--- config.mk ---
export PLATFORM = sky130hd
export DESIGN_NAME = ps2_key_ctrl
export DESIGN_NICKNAME = d
export VERILOG_FILES = /design/src/rtl/ps2_key_ctrl.sv
export SDC_FILE = /design/constraint.sdc
export NUM_CORES = 1
export LEC_CHECK = 0
export CAP_MARGIN = 20
export CORE_AREA = 2 2 75 77
export CTS_CLUSTER_SIZE = 28
export DETAILED_ROUTE_END_ITERATION = 8
export DIE_AREA = 0 0 77 79
export DONT_BUFFER_PORTS = 1
export GPL_ROUTABILITY_DRIVEN = 0
export PLACE_DENSITY = 0.71
export SETUP_SLACK_MARGIN = 0.1
export SYNTH_ARGS = -nofsm -noshare
export SYNTH_HDL_FRONTEND = slang
export SYNTH_SLANG_ARGS = --single-unit
--- constraint.sdc ---
create_clock -name clk -period 7.1 [get_ports clk]
set_clock_uncertainty 0.05 [all_clocks]
set_input_delay 1.775 -clock clk [delete_from_list [all_inputs] [get_ports clk]]
set_output_delay 1.775 -clock clk [all_outputs]
set_load 0.03 [all_outputs]
--- src/rtl/ps2_key_ctrl.sv ---
// PS/2 key-event controller: pops the receive FIFO, strips set-2 E0/F0 prefixes,
// tracks the last pressed key and synthesises timed auto-repeat events.
module ps2_key_ctrl #(
  parameter int unsigned REPEAT_DELAY = 6250000,
  parameter int unsigned REPEAT_RATE  = 1250000,
  parameter int unsigned CNT_W        = 24
) (
  input  logic       clk,
  input  logic       rst,
  input  logic       fifo_empty,
  input  logic [7:0] fifo_data,
  output logic       fifo_rd,
  input  logic       rep_en,
  output logic [7:0] key_code,
  output logic       key_ext,
  output logic       key_break,
  output logic       key_repeat,
  output logic       key_valid,
  output logic       held
);

  localparam int unsigned DW = 8;

  typedef enum logic [1:0] {RD_IDLE, RD_POP, RD_CAPT} rd_state_t;
  typedef enum logic [1:0] {DEC_BASE, DEC_EXT, DEC_BRK, DEC_EXTBRK} dec_state_t;

  rd_state_t     r_rd_st;
  dec_state_t    r_dec;
  logic          r_fifo_rd;
  logic [DW-1:0] r_key_code;
  logic          r_key_ext;
  logic          r_key_break;
  logic          r_key_repeat;
  logic          r_key_valid;
  logic          r_held;
  logic [DW-1:0] r_trk_code;
  logic          r_trk_ext;
  logic [CNT_W-1:0] r_cnt;
  logic          r_rep_en_q;

  dec_state_t    w_dec_nxt;
  logic          w_ev_vld;
  logic          w_ev_ext;
  logic          w_ev_brk;
  logic          w_discard;
  logic          w_same;
  logic          w_typematic;
  logic          w_emit;
  logic          w_expire;
  logic          w_rep_rise;

  assign fifo_rd    = r_fifo_rd;
  assign key_code   = r_key_code;
  assign key_ext    = r_key_ext;
  assign key_break  = r_key_break;
  assign key_repeat = r_key_repeat;
  assign key_valid  = r_key_valid;
  assign held       = r_held;

  assign w_discard = fifo_data inside {8'h00, 8'hAA, 8'hE1, 8'hEE, 8'hFA, 8'hFE, 8'hFF};

  // Prefix decoder: one step per byte, only in the capture cycle
  always_comb begin
    w_dec_nxt = r_dec;
    w_ev_vld  = 1'b0;
    w_ev_ext  = 1'b0;
    w_ev_brk  = 1'b0;
    if (r_rd_st == RD_CAPT) begin
      case (r_dec)
        DEC_BASE: begin
          if (fifo_data == 8'hE0)      w_dec_nxt = DEC_EXT;
          else if (fifo_data == 8'hF0) w_dec_nxt = DEC_BRK;
          else if (!w_discard)         w_ev_vld  = 1'b1;
        end
        DEC_EXT: begin
          if (fifo_data == 8'hF0) begin
            w_dec_nxt = DEC_EXTBRK;
          end else if (fifo_data != 8'hE0) begin
            w_ev_vld  = 1'b1;
            w_ev_ext  = 1'b1;
            w_dec_nxt = DEC_BASE;
          end
        end
        DEC_BRK: begin
          w_ev_vld  = 1'b1;
          w_ev_brk  = 1'b1;
          w_dec_nxt = DEC_BASE;
        end
        default: begin
          w_ev_vld  = 1'b1;
          w_ev_brk  = 1'b1;
          w_ev_ext  = 1'b1;
          w_dec_nxt = DEC_BASE;
        end
      endcase
    end
  end

  assign w_same      = ({w_ev_ext, fifo_data} == {r_trk_ext, r_trk_code});
  assign w_typematic = w_ev_vld && !w_ev_brk && w_same && r_held;
  assign w_emit      = w_ev_vld && !w_typematic;
  assign w_expire    = r_held && rep_en && (r_cnt == CNT_W'(1));
  assign w_rep_rise  = rep_en && !r_rep_en_q;

  // Read sequencer: IDLE -> POP -> CAPT, plus decoder state
  always_ff @(posedge clk or negedge rst) begin
    if (!rst) begin
      r_rd_st   <= RD_IDLE;
      r_dec     <= DEC_BASE;
      r_fifo_rd <= 1'b0;
    end else begin
      r_fifo_rd <= 1'b0;
      r_dec     <= w_dec_nxt;
      case (r_rd_st)
        RD_IDLE: begin
          if (!fifo_empty) begin
            r_rd_st   <= RD_POP;
            r_fifo_rd <= 1'b1;
          end
        end
        RD_POP:  r_rd_st <= RD_CAPT;
        default: r_rd_st <= RD_IDLE;
      endcase
    end
  end

  // Event output, key tracking and repeat counter
  always_ff @(posedge clk or negedge rst) begin
    if (!rst) begin
      r_key_code   <= '0;
      r_key_ext    <= 1'b0;
      r_key_break  <= 1'b0;
      r_key_repeat <= 1'b0;
      r_key_valid  <= 1'b0;
      r_held       <= 1'b0;
      r_trk_code   <= '0;
      r_trk_ext    <= 1'b0;
      r_cnt        <= '0;
      r_rep_en_q   <= 1'b0;
    end else begin
      r_key_valid <= 1'b0;
      r_rep_en_q  <= rep_en;
      if (w_emit) begin
        r_key_valid  <= 1'b1;
        r_key_code   <= fifo_data;
        r_key_ext    <= w_ev_ext;
        r_key_break  <= w_ev_brk;
        r_key_repeat <= 1'b0;
        if (!w_ev_brk) begin
          r_trk_code <= fifo_data;
          r_trk_ext  <= w_ev_ext;
          r_held     <= 1'b1;
        end else if (w_same) begin
          r_held <= 1'b0;
        end
      end else if (w_expire && !w_rep_rise) begin
        r_key_valid  <= 1'b1;
        r_key_code   <= r_trk_code;
        r_key_ext    <= r_trk_ext;
        r_key_break  <= 1'b0;
        r_key_repeat <= 1'b1;
      end

      // A decoded event on the expiry cycle drops the repeat but keeps the cadence
      if (w_emit && !w_ev_brk)                 r_cnt <= CNT_W'(REPEAT_DELAY);
      else if (w_emit && w_ev_brk && w_same)   r_cnt <= '0;
      else if (w_rep_rise && r_held)           r_cnt <= CNT_W'(REPEAT_DELAY);
      else if (w_expire)                       r_cnt <= CNT_W'(REPEAT_RATE);
      else if (r_held && rep_en && (r_cnt > CNT_W'(1))) r_cnt <= r_cnt - CNT_W'(1);
    end
  end

endmodule

==> results.toml <==
[outcome]
outcome = "finished, final reports clean"

[worst_hold_path]
min_to = "r_rd_st[0]$_DFFE_PN0P_"
hold_start = "r_rd_st[1]$_DFFE_PN0P_"
hp-class = "flop to flop"
holdPathStages = 1

[clock_network]
cts_root_buf = "clkbuf_8"
holdBufCountCts = 0
htree_num_levels = 2
post_cts_buffers = 0
cts.sinks = 52
post_cts_resized = 0
cts_buffers = 5
insertion_delay_ns = 0.31
cts_tree = "built"
cts_buffer_depth = 2
cts.clk_slew.worst_paths_ns = 0.09

[worst_setup_path]
crit_required_ns = 7.25
worstPathMaxFanout = 11
r2r_cells = 6
crit_type = "input port to flop"
critPathLaunchType = "input port"
endpoint_kind = "flop"
worstPathCellList = "nor4_1 -> a311o_1 -> xor2_1 -> a32o_1 -> o21a_1 -> nor4b_1"
arrival_ns = 3.86
rr_startpoint = "r_cnt[21]$_DFFE_PN0P_"
critPathBufInv = 0
r2r_end = "key_code[3]$_DFFE_PN0P_"
r2r_slack_ns = 4.22
cp_top_family = "compound AO/OA/AOI/OAI gates"
slowest_stage = "a32o_1"
timing.critical_path.from = "fifo_data[0]"
crit_path_max_incr_delay_ns = 0.49

[finish]
drive_gt1_frac = 0.153
ff_latch_area_sq_um = 1300
final_nets = 274
fillers = 481
design_area_sq_um = 2960
diodes = 0
syn_to_final_growth_pct = 6.68
multi_input_area_sq_um = 1430

[timing]
hold_ws_ns = 0.447
fin_crit_sh = 0.522
slew_headroom = 0.285
rsz0062_at_grt = "false"
setup_slack_ns = 3.39
fin_tns_setup_ns = 0
min_period_ns = 3.71
drv_slew = 0
hold_violations = 0
finalSetupViolCount = 0
fmax_ghz = 0.270
worst_pin_slew_ns = 1.07

[pwr]
ir_drop_v = 0.000214
p_leak_nw = 1.17
power_w = 0.000897
power_density_nw_per_um2 = 303

[global_route]
grt.total_usage = 0.202
antenna_found_initial = 0
grt_remaining_overflow = 0
gr-usage-met1 = 0.261
grt_max_degree = 53
grt_pass1_vias = 2013
globalRouteMet2Util = 0.337
grt_pass1_wl_microns = 9660
met3_usage = 0.0511
top_usage_layer = "met2"

[detailed_routing]
drc_errors = 0
ant_nets = 0
dr_total_vias = 1941
avgRoutedWirePerCell_microns = 16.8
viasPerCell = 5.83
totalWireLength_microns = 5580
drt-initial-drc-count = 107
first_pass_iters = 4

[logic_synthesis]
synth_area_leaders = "dfrtp_1 47%, xnor2_1 6.9%, mux2_4 6.5%"
synthDominantCellAreaShare = 0.469
async_reset_ff_frac = 1.00
ys_types = 48
yosysWarnings = 0
synth_cells = 257
synth_edf_count = 0
avgSynthCellArea_sq_um = 10.8
synth_top_area_cell = "dfrtp_1"
synthFlopType = "dfrtp_1"
yosysSeqAreaShare = 0.469
synth_fp_nets = 271
syn-cell-area_sq_um = 2770
ys_seq_elements = 52

[floorplanning]
fp.dieH_microns = 79
start_util = 0.520
core_area_sq_um = 5340
ios = 26
die_area_sq_um = 6080
die_x_microns = 77
row_count = 27

[job]
maxCapViolations = 0

[placed_design]
placement.io_buffers = 0
post_dp_cell_area_sq_um = 2850
pre_cts_slack_ns = 3.07
dp_hpwl_microns = 3920
==> metal layers <==
layer	routed length, microns	vias to the layer above
met5	0	-
met4	59	0
met3	238	5
met2	2750	36
met1	2530	953
li1	-	947
==> kinds of logic (layout without fill, tap and decap cells) <==
logic type,Yosys count,after routing,synth area share
AO/OA/AOI/OAI,36,36,0.0844
AND/OR/NAND/NOR,101,101,0.206
buffers and inverters,11,15,0.0185
XOR/XNOR,28,28,0.0884
adder cells (fa/ha/maj),2,2,0.00902
flip-flops,52,52,0.469
multiplexers,27,27,0.125
==> per-stage QoR <==
| stage | util | cells |
|---|---|---|
| after floorplan | - | 257 |
| after detailed placement | 0.534 | 325 |
| after CTS | 0.554 | 333 |
| after global routing | 0.554 | 333 |
| after global placement | 0.534 | 325 |
| final | 0.554 | 333 |
==> power breakdown <==
group          leakage [nW]  internal, W  total [W]  switching [W]
combinational         0.508     0.000132   0.000225      0.0000932
clock                0.0541     0.000104   0.000200      0.0000954
sequential            0.610     0.000363   0.000473       0.000110
total                  1.17     0.000599   0.000897       0.000298
==> state kept, by name (all words and copies together) (netlist names) <==
| signal | count |
|---|---|
| fifo_rd | 1 |
| held | 1 |
| key_break | 1 |
| key_code | 8 |
| key_ext | 1 |
| key_repeat | 1 |
| key_valid | 1 |
| r_cnt | 24 |
| r_dec | 2 |
| r_rd_st | 2 |
| r_rep_en_q | 1 |
| r_trk_code | 8 |
| r_trk_ext | 1 |
==> cell type report <==
| cell class | count | area share |
|---|---|---|
| well taps | 72 | 0.0304 |
| multi-input cells | 194 | 0.482 |
| clock buffers | 5 | 0.0233 |
| inverters | 6 | 0.00761 |
| flip-flops and latches | 52 | 0.440 |
| clock inverters | 3 | 0.0144 |
| repair buffers | 1 | 0.00254 |
==> cell usage in the layout, fill, tap and decap left out, drive strengths merged, types with 2 or more instances in the layout <==
| cell | count |
|---|---|
| a21oi | 15 |
| a31oi | 3 |
| a32o | 2 |
| and2 | 4 |
| clkbuf | 5 |
| dfrtp | 52 |
| ha | 2 |
| inv | 6 |
| mux2 | 25 |
| mux2i | 2 |
| nand2 | 17 |
| nand2b | 2 |
| nand3 | 4 |
| nand4 | 4 |
| nor2 | 27 |
| nor2b | 4 |
| nor3 | 7 |
| nor4 | 17 |
| nor4b | 2 |
| nor4bb | 3 |
| o2111ai | 2 |
| o21a | 2 |
| o21ai | 3 |
| o31ai | 2 |
| or3 | 2 |
| or4 | 3 |
| xnor2 | 22 |
| xor2 | 6 |
==> worst max path at each step <==
stage                                   end  depth (start not counted)
floorplan           key_code[4]$_DFFE_PN0P_                          7
global placement       r_cnt[1]$_DFFE_PN0P_                          6
detailed placement     r_cnt[1]$_DFFE_PN0P_                          6
CTS                    r_cnt[1]$_DFFE_PN0P_                          6
global route           r_cnt[1]$_DFFE_PN0P_                          6
finish                 r_cnt[7]$_DFFE_PN0P_                          6
==> Yosys cell counts (all sizes together), types with 2 or more instances <==
library cell	instances
nor3	7
or4	3
inv	6
or3	2
o21ai	3
a32o	2
nor4bb	3
mux2i	2
ha	2
xnor2	22
nand2b	2
and2	4
buf	3
o21a	2
clkbuf	2
nor4b	2
nand2	17
nor2	27
a21oi	15
o2111ai	2
nand3	4
dfrtp	52
xor2	6
nor2b	4
a31oi	3
nand4	4
o31ai	2
mux2	25
nor4	17
Note: power is estimated with default switching activity, not from simulation.
